**config.mk**
```make
export PLATFORM = sky130hd
export DESIGN_NAME = fetch_unit
export DESIGN_NICKNAME = d
export VERILOG_FILES = /design/src/rtl/nanorisc_pkg.sv /design/src/rtl/fetch_pc_next.sv /design/src/rtl/fetch_unit.sv
export SDC_FILE = /design/constraint.sdc
export NUM_CORES = 1
export LEC_CHECK = 0
export ABC_AREA = 1
export CORE_MARGIN = 5
export CORE_UTILIZATION = 40
export DETAILED_ROUTE_END_ITERATION = 10
export GPL_TIMING_DRIVEN = 1
export PLACE_DENSITY = 0.73
export SYNTH_ARGS = -nofsm -noshare
export SYNTH_HDL_FRONTEND = slang
export SYNTH_SLANG_ARGS = --single-unit
```
**constraint.sdc**
```tcl
create_clock -name clock -period 1.7 [get_ports clock]
set_input_delay 0.17 -clock clock [delete_from_list [all_inputs] [get_ports clock]]
set_output_delay 0.17 -clock clock [all_outputs]
set_load 0.1 [all_outputs]
```
**src/rtl/nanorisc_pkg.sv**
```systemverilog
// Shared nanoRISC definitions: opcode encodings, default widths and fetch FSM states.
package nanorisc_pkg;

  localparam logic [2:0] OP_SUM  = 3'b000;
  localparam logic [2:0] OP_SUB  = 3'b001;
  localparam logic [2:0] OP_MUL  = 3'b010;
  localparam logic [2:0] OP_LWI  = 3'b011;
  localparam logic [2:0] OP_SWI  = 3'b100;
  localparam logic [2:0] OP_BNE  = 3'b101;
  localparam logic [2:0] OP_HALT = 3'b110;
  localparam logic [2:0] OP_SEND = 3'b111;

  localparam int unsigned ADDR_W_DEFAULT  = 8;
  localparam int unsigned INSTR_W_DEFAULT = 16;

  typedef enum logic [1:0] {
    StFetch,
    StWait,
    StExec,
    StHalt
  } fetch_state_t;

endpackage

```
**src/rtl/fetch_pc_next.sv**
```systemverilog
// Next-PC computation: pc+1, plus the sign-extended 8-bit offset when a bne is taken.
// All arithmetic wraps modulo 2^ADDR_W.
module fetch_pc_next #(
  parameter int unsigned ADDR_W = 8
) (
  input  logic [ADDR_W-1:0] pc_i,
  input  logic [7:0]        offset_i,
  input  logic              is_branch_i,
  input  logic              alu_zero_i,
  output logic [ADDR_W-1:0] pc_next_o
);

  logic [ADDR_W-1:0] offset_ext;

  // bne is taken when the operands differ, i.e. the ALU zero flag is clear
  always_comb begin
    offset_ext = '0;
    if (is_branch_i && !alu_zero_i) begin
      offset_ext = ADDR_W'($signed(offset_i));
    end
    pc_next_o = pc_i + ADDR_W'(1) + offset_ext;
  end

endmodule

```
**src/rtl/fetch_unit.sv**
```systemverilog
// Instruction fetch unit: FETCH -> WAIT -> EXEC per instruction, HALT when PCWrite drops.
// Optional WAIT watchdog enabled by defining FETCH_TIMEOUT_EN.
module fetch_unit
  import nanorisc_pkg::*;
#(
  parameter int unsigned ADDR_W         = ADDR_W_DEFAULT,
  parameter int unsigned INSTR_W        = INSTR_W_DEFAULT,
  parameter int unsigned TIMEOUT_CYCLES = 15
) (
  input  logic               clock,
  input  logic               reset,
  output logic               imem_req,
  output logic [ADDR_W-1:0]  imem_addr,
  input  logic               imem_valid,
  input  logic [INSTR_W-1:0] imem_rdata,
  input  logic               PCWrite,
  input  logic               isBranch,
  input  logic               alu_zero,
  output logic [INSTR_W-1:0] instr,
  output logic [2:0]         opcode,
  output logic               instr_valid,
  output logic [ADDR_W-1:0]  pc,
  output logic               halted,
  output logic               fetch_err
);

  fetch_state_t       state_q, state_d;
  logic [ADDR_W-1:0]  pc_q, pc_d, pc_next;
  logic [INSTR_W-1:0] ir_q, ir_d;
  logic               req_q, req_d;
  logic               ivld_q, ivld_d;
  logic               halt_q, halt_d;

`ifdef FETCH_TIMEOUT_EN
  localparam int unsigned CntW = $clog2(TIMEOUT_CYCLES + 1);
  logic [CntW-1:0] cnt_q, cnt_d;
  logic            err_q, err_d;
`endif

  fetch_pc_next #(
    .ADDR_W (ADDR_W)
  ) u_pc_next (
    .pc_i        (pc_q),
    .offset_i    (ir_q[7:0]),
    .is_branch_i (isBranch),
    .alu_zero_i  (alu_zero),
    .pc_next_o   (pc_next)
  );

  // Next-state and registered-output logic; outputs are computed for the state being entered
  always_comb begin
    state_d = state_q;
    pc_d    = pc_q;
    ir_d    = ir_q;
    req_d   = 1'b0;
    ivld_d  = 1'b0;
    halt_d  = 1'b0;
`ifdef FETCH_TIMEOUT_EN
    cnt_d   = cnt_q;
    err_d   = err_q;
`endif
    unique case (state_q)
      StFetch: begin
        // req_q is low only in the FETCH cycle held by reset; the first edge raises the request
        if (req_q) begin
          state_d = StWait;
`ifdef FETCH_TIMEOUT_EN
          cnt_d   = '0;
`endif
        end else begin
          req_d = 1'b1;
        end
      end
      StWait: begin
        // A response on the limit cycle takes priority over the watchdog
        if (imem_valid) begin
          ir_d    = imem_rdata;
          state_d = StExec;
          ivld_d  = 1'b1;
        end
`ifdef FETCH_TIMEOUT_EN
        else if (32'(cnt_q) + 32'd1 == TIMEOUT_CYCLES) begin
          err_d   = 1'b1;
          state_d = StHalt;
          halt_d  = 1'b1;
        end else begin
          cnt_d = cnt_q + 1'b1;
        end
`endif
      end
      StExec: begin
        if (PCWrite) begin
          pc_d    = pc_next;
          state_d = StFetch;
          req_d   = 1'b1;
        end else begin
          state_d = StHalt;
          halt_d  = 1'b1;
        end
      end
      StHalt: begin
        halt_d = 1'b1;
      end
      default: begin
        state_d = StFetch;
      end
    endcase
  end

  // FSM state, PC, IR and registered outputs
  always_ff @(posedge clock or posedge reset) begin
    if (reset) begin
      state_q <= StFetch;
      pc_q    <= '0;
      ir_q    <= '0;
      req_q   <= 1'b0;
      ivld_q  <= 1'b0;
      halt_q  <= 1'b0;
`ifdef FETCH_TIMEOUT_EN
      cnt_q   <= '0;
      err_q   <= 1'b0;
`endif
    end else begin
      state_q <= state_d;
      pc_q    <= pc_d;
      ir_q    <= ir_d;
      req_q   <= req_d;
      ivld_q  <= ivld_d;
      halt_q  <= halt_d;
`ifdef FETCH_TIMEOUT_EN
      cnt_q   <= cnt_d;
      err_q   <= err_d;
`endif
    end
  end

  assign imem_req    = req_q;
  assign imem_addr   = pc_q;
  assign pc          = pc_q;
  assign instr       = ir_q;
  assign opcode      = ir_q[INSTR_W-1 -: 3];
  assign instr_valid = ivld_q;
  assign halted      = halt_q;

`ifdef FETCH_TIMEOUT_EN
  assign fetch_err = err_q;
`else
  logic [31:0] unused_timeout;
  assign unused_timeout = TIMEOUT_CYCLES;
  assign fetch_err      = 1'b0;
`endif

endmodule

```
==> results <==
- The number of buffer cells added on primary ports is 59.
- The arrival time reported for the critical path endpoint is between 1500 and 2000 ps.
- The via density per instance is 4.517.
- Dividing the final minimum period by the clock period gives 0.9487.
- The routability congestion estimate from global placement is approximately 0.85.
- The CTS buffer count is 5.
- The final design utilization is 0.6722.
- Synthesis inferred 29 register bits.
- Clock latency on the worst-skew pair, taken at its later pin, is roughly 280 ps.
- Of the synthesized area, sequential elements account for 0.4427.
- The number of instances in the placed design is ~320.
- The via count is approximately 1.5k.
- The clock passes through at most 2 buffers.
- In this run the horizontal extent of the chip is 74.02 microns.
- Of all nets on the critical path, the largest fanout is 2.
- Counting the fill cells in the layout gives 305.
- The worst setup path is launched from a register.
- Counting both buffers and inverters, the worst setup path holds a total of 1.
- The combined global-route utilization of all metal layers is 0.1462.
- The number of DRC violations after detailed-routing iteration 0 is 65.
- Detailed placement finished with a half-perimeter wire length of about 2900 microns.
- The slowest library cell on the worst path is sky130_fd_sc_hd__dfrtp_4.
- For this run the aggregate overflow at the end of global routing stands at 0.
- The clock transition at the register clock pins on the worst setup and hold paths after CTS is roughly 60 ps.
- The net count after synthesis is ~240.
- The worst register-to-register path begins at instr[0].
- In this run the count of I/O pins placed on the die edge is between 60 and 70.
- The async set or reset register ratio after synthesis is 1.000.
- The timing startpoint of the critical path is instr[0].
- The average routed wire per standard cell is approximately 11 microns.
- The total wirelength of the detailed-routed design is between 3000 and 4000 microns.
- The dominant combinational cell family by area after synthesis is simple AND/OR/NAND/NOR gates.
- The CTS tree is done.
- The number of nets with antenna violations after detailed routing is 0.
- In this run the cell area measured after placement is 2555 sq um.
- Ranked by total cell area, the synthesized netlist is headed by sky130_fd_sc_hd__dfrtp_1 (44%), sky130_fd_sc_hd__nand2_1 (19%), sky130_fd_sc_hd__ha_1 (8.4%).
- For this run, design rule violations remaining after detail routing come to 0.
- The synthesized-area fraction occupied by ao, oa, aoi and oai cells is 0.05725.
- The total number of yosys warnings is 0.
- The number of max-slew violations in the final report is 0.
- The post-synthesis mux area share is 0.
- The clock skew after layout is about 6.4 ps.
- The initial core utilization is 0.4098.
- After floorplanning, the core was sized to cover 4000 sq um.
- Setup violations remaining at the end of the flow were counted as 0.
- The fraction of the mapped netlist area in simple logic gates is 0.2466.
- The signal on the critical path passes through nand2_4 -> ha_4 -> fa_2 -> inv_2 -> nand2_1 -> nand2_1 -> nand3b_1 -> nand2_1 -> nand2_1 -> nand3_1 -> nand2_1.
- The number of antenna violations at the first check in global routing is 0.
- The run finished with clean final reports.
- The clock tree root driver cell is sky130_fd_sc_hd__clkbuf_8.
- The final instance count without filler cells is 327.
- In this run the worst hold path is classified as in -> async.
- The die covers between 5000 and 6000 sq um.
- The area growth from synthesis to layout is 64.05%.
- In this run the vertical extent of the chip is around 74 microns.
- The number of nets at the end of the flow is 310.
- Entering global routing, the biggest net connects 30 pins.
- The dominant synthesized flop cell is sky130_fd_sc_hd__dfrtp_1.
- For the worst setup path, the data required time is around 1900 ps.
- The XOR/XNOR share of the synthesized area is 0.01603.
- The minimum clock period is 1613 ps.
- Of the post-synthesis cell area, the dominant cell type holds 0.4427.
- Counting every instance in the synthesized netlist gives 209.
- The number of placement rows is 23.
- The most common cell in the synthesized netlist is sky130_fd_sc_hd__nand2_1.
- For this run, the slowest stage of the critical path takes between 400 and 500 ps.
- Ranked by instance count, the synthesized netlist is headed by sky130_fd_sc_hd__nand2_1 (82), sky130_fd_sc_hd__inv_1 (30), sky130_fd_sc_hd__dfrtp_1 (29).
- The total number of clock tree sinks is 29.
- Static timing analysis puts the maximum clock frequency at just over 600 MHz.
- Setup repair after global routing could not meet its margin everywhere.
- The hold violation count in the final report is 0.
- The synthesized netlist contains 23 unique library cells.
- The most numerous cell type found on the critical path is sky130_fd_sc_hd__nand2_1.
- 0 antenna diodes ended up in the layout.
- The setup path with the least slack is of type reg -> reg.
- The aggregate negative setup slack is 0 ps.
- The biggest area contributor in the post-synthesis netlist is sky130_fd_sc_hd__dfrtp_1.
- The number of global-route vias before repair was around 1.4k.
- The fraction of final layout cells sized beyond drive strength 1 is 0.3141.
- The area share of fa/ha/maj cells after synthesis is 0.09618.
- The first-pass iteration count of the detailed router is 5.
- The worst setup path is captured at a register.
- With fillers left out, the area of the finished cells amounts to 2689 sq um.
- The post-synthesis average cell area is approximately 8 sq um.
- The synthesized cell area is between 1500 and 2000 sq um.
- Counting flops with a built-in enable in the synthesized netlist gives 0.
- The cell type group with the largest total delay on the critical path is adder cells.
- Max-cap violations in this run came to 0.
- The first global-routing pass estimated between 6000 and 7000 microns of wire.
- CTS built an H-tree with a depth of 2.
[final timing paths]
| path | to | slack [ps] | depth (start not counted) |
|---|---|---|---|
| max reg2reg | imem_addr[6] | 90 | 11 |
| min | instr[9] | 260 | 3 |
| min in group clock | instr[1] | 420 | 3 |
| max in group asynchronous | instr[3] | 1130 | 3 |
| max | imem_addr[6] | 90 | 11 |
| min reg2reg | instr[11] | 500 | 2 |
[layer usage]
layer	up-vias	wire, microns	GRT usage
met5	-	0	0
met2	40	1903	0.2539
met1	681	1443	0.1627
met3	5	312	0.06351
met4	0	43	0.04225
li1	751	-	-
[repair_timing]
item | CTS | global route
setup endpoints to repair | 1 | 5
buffers inserted | 0 | 4
hold buffers | 0 | 0
resized for setup | 0 | 8
pin swaps | 0 | 6
endpoints found under the hold margin | 0 | 0
[metrics by stage]
| step | worst slack, ps | hold slack, ps |
|---|---|---|
| 2_1_floorplan | -46.18 | 248.0 |
| 3_3_place_gp | -268.7 | 470.0 |
| 3_5_place_dp | -294.0 | 483.6 |
| 4_1_cts | -8.987 | 267.5 |
| 5_1_grt | -37.15 | 321.5 |
| 6_report | 87.20 | 264.8 |
[flip-flops by register name, summed over array words and instances (netlist names)]
signal and flops:
instr 16, imem_addr 8, state_q 2, halted 1
imem_req 1, instr_valid 1
[cell usage in the layout (no fill, tap or decap), types with 2 or more instances in the layout]
cell                              instances
sky130_fd_sc_hd__inv_2                    4
sky130_fd_sc_hd__clkbuf_1                 2
sky130_fd_sc_hd__dfrtp_1                 15
sky130_fd_sc_hd__dfrtp_4                  9
sky130_fd_sc_hd__buf_12                  25
sky130_fd_sc_hd__ha_1                    10
sky130_fd_sc_hd__dlymetal6s2s_1           2
sky130_fd_sc_hd__clkbuf_8                 6
sky130_fd_sc_hd__o21ai_1                  2
sky130_fd_sc_hd__a21oi_1                  2
sky130_fd_sc_hd__nor2_1                   8
sky130_fd_sc_hd__nand2_2                  3
sky130_fd_sc_hd__dfrtp_2                  5
sky130_fd_sc_hd__buf_4                   30
sky130_fd_sc_hd__inv_1                   26
sky130_fd_sc_hd__nand3_1                  8
sky130_fd_sc_hd__o21ai_0                  9
sky130_fd_sc_hd__nand2_1                 79
sky130_fd_sc_hd__clkdlybuf4s50_1         19
sky130_fd_sc_hd__xor2_1                   2
[worst min-delay path, stage by stage]
cell and delay [ps]:
sky130_fd_sc_hd__clkdlybuf4s50_1 390, sky130_fd_sc_hd__inv_1 50, sky130_fd_sc_hd__buf_4 340
[logic make-up after synthesis]
logic type | after synthesis
AOI/OAI and AO/OA | 16
DFF | 29
and+or+nand+nor | 102
buffers and inverters | 46
adders and majority gates | 12
other | 1
xor gates and xnor gates | 3
[layout make-up]
type                       instances  area, sq um  area share
clock buffer                       8        90.09     0.03350
inverter                          30        112.6     0.04188
multi-input combinational        134        716.9      0.2666
sequential                        29        765.7      0.2848
tap                               50        62.56     0.02327
timing repair buffer              76        940.9      0.3499
Power is left out: the tool's default activity adds up to more than one toggle a clock period on the data nets, which glitch-free logic cannot reach.
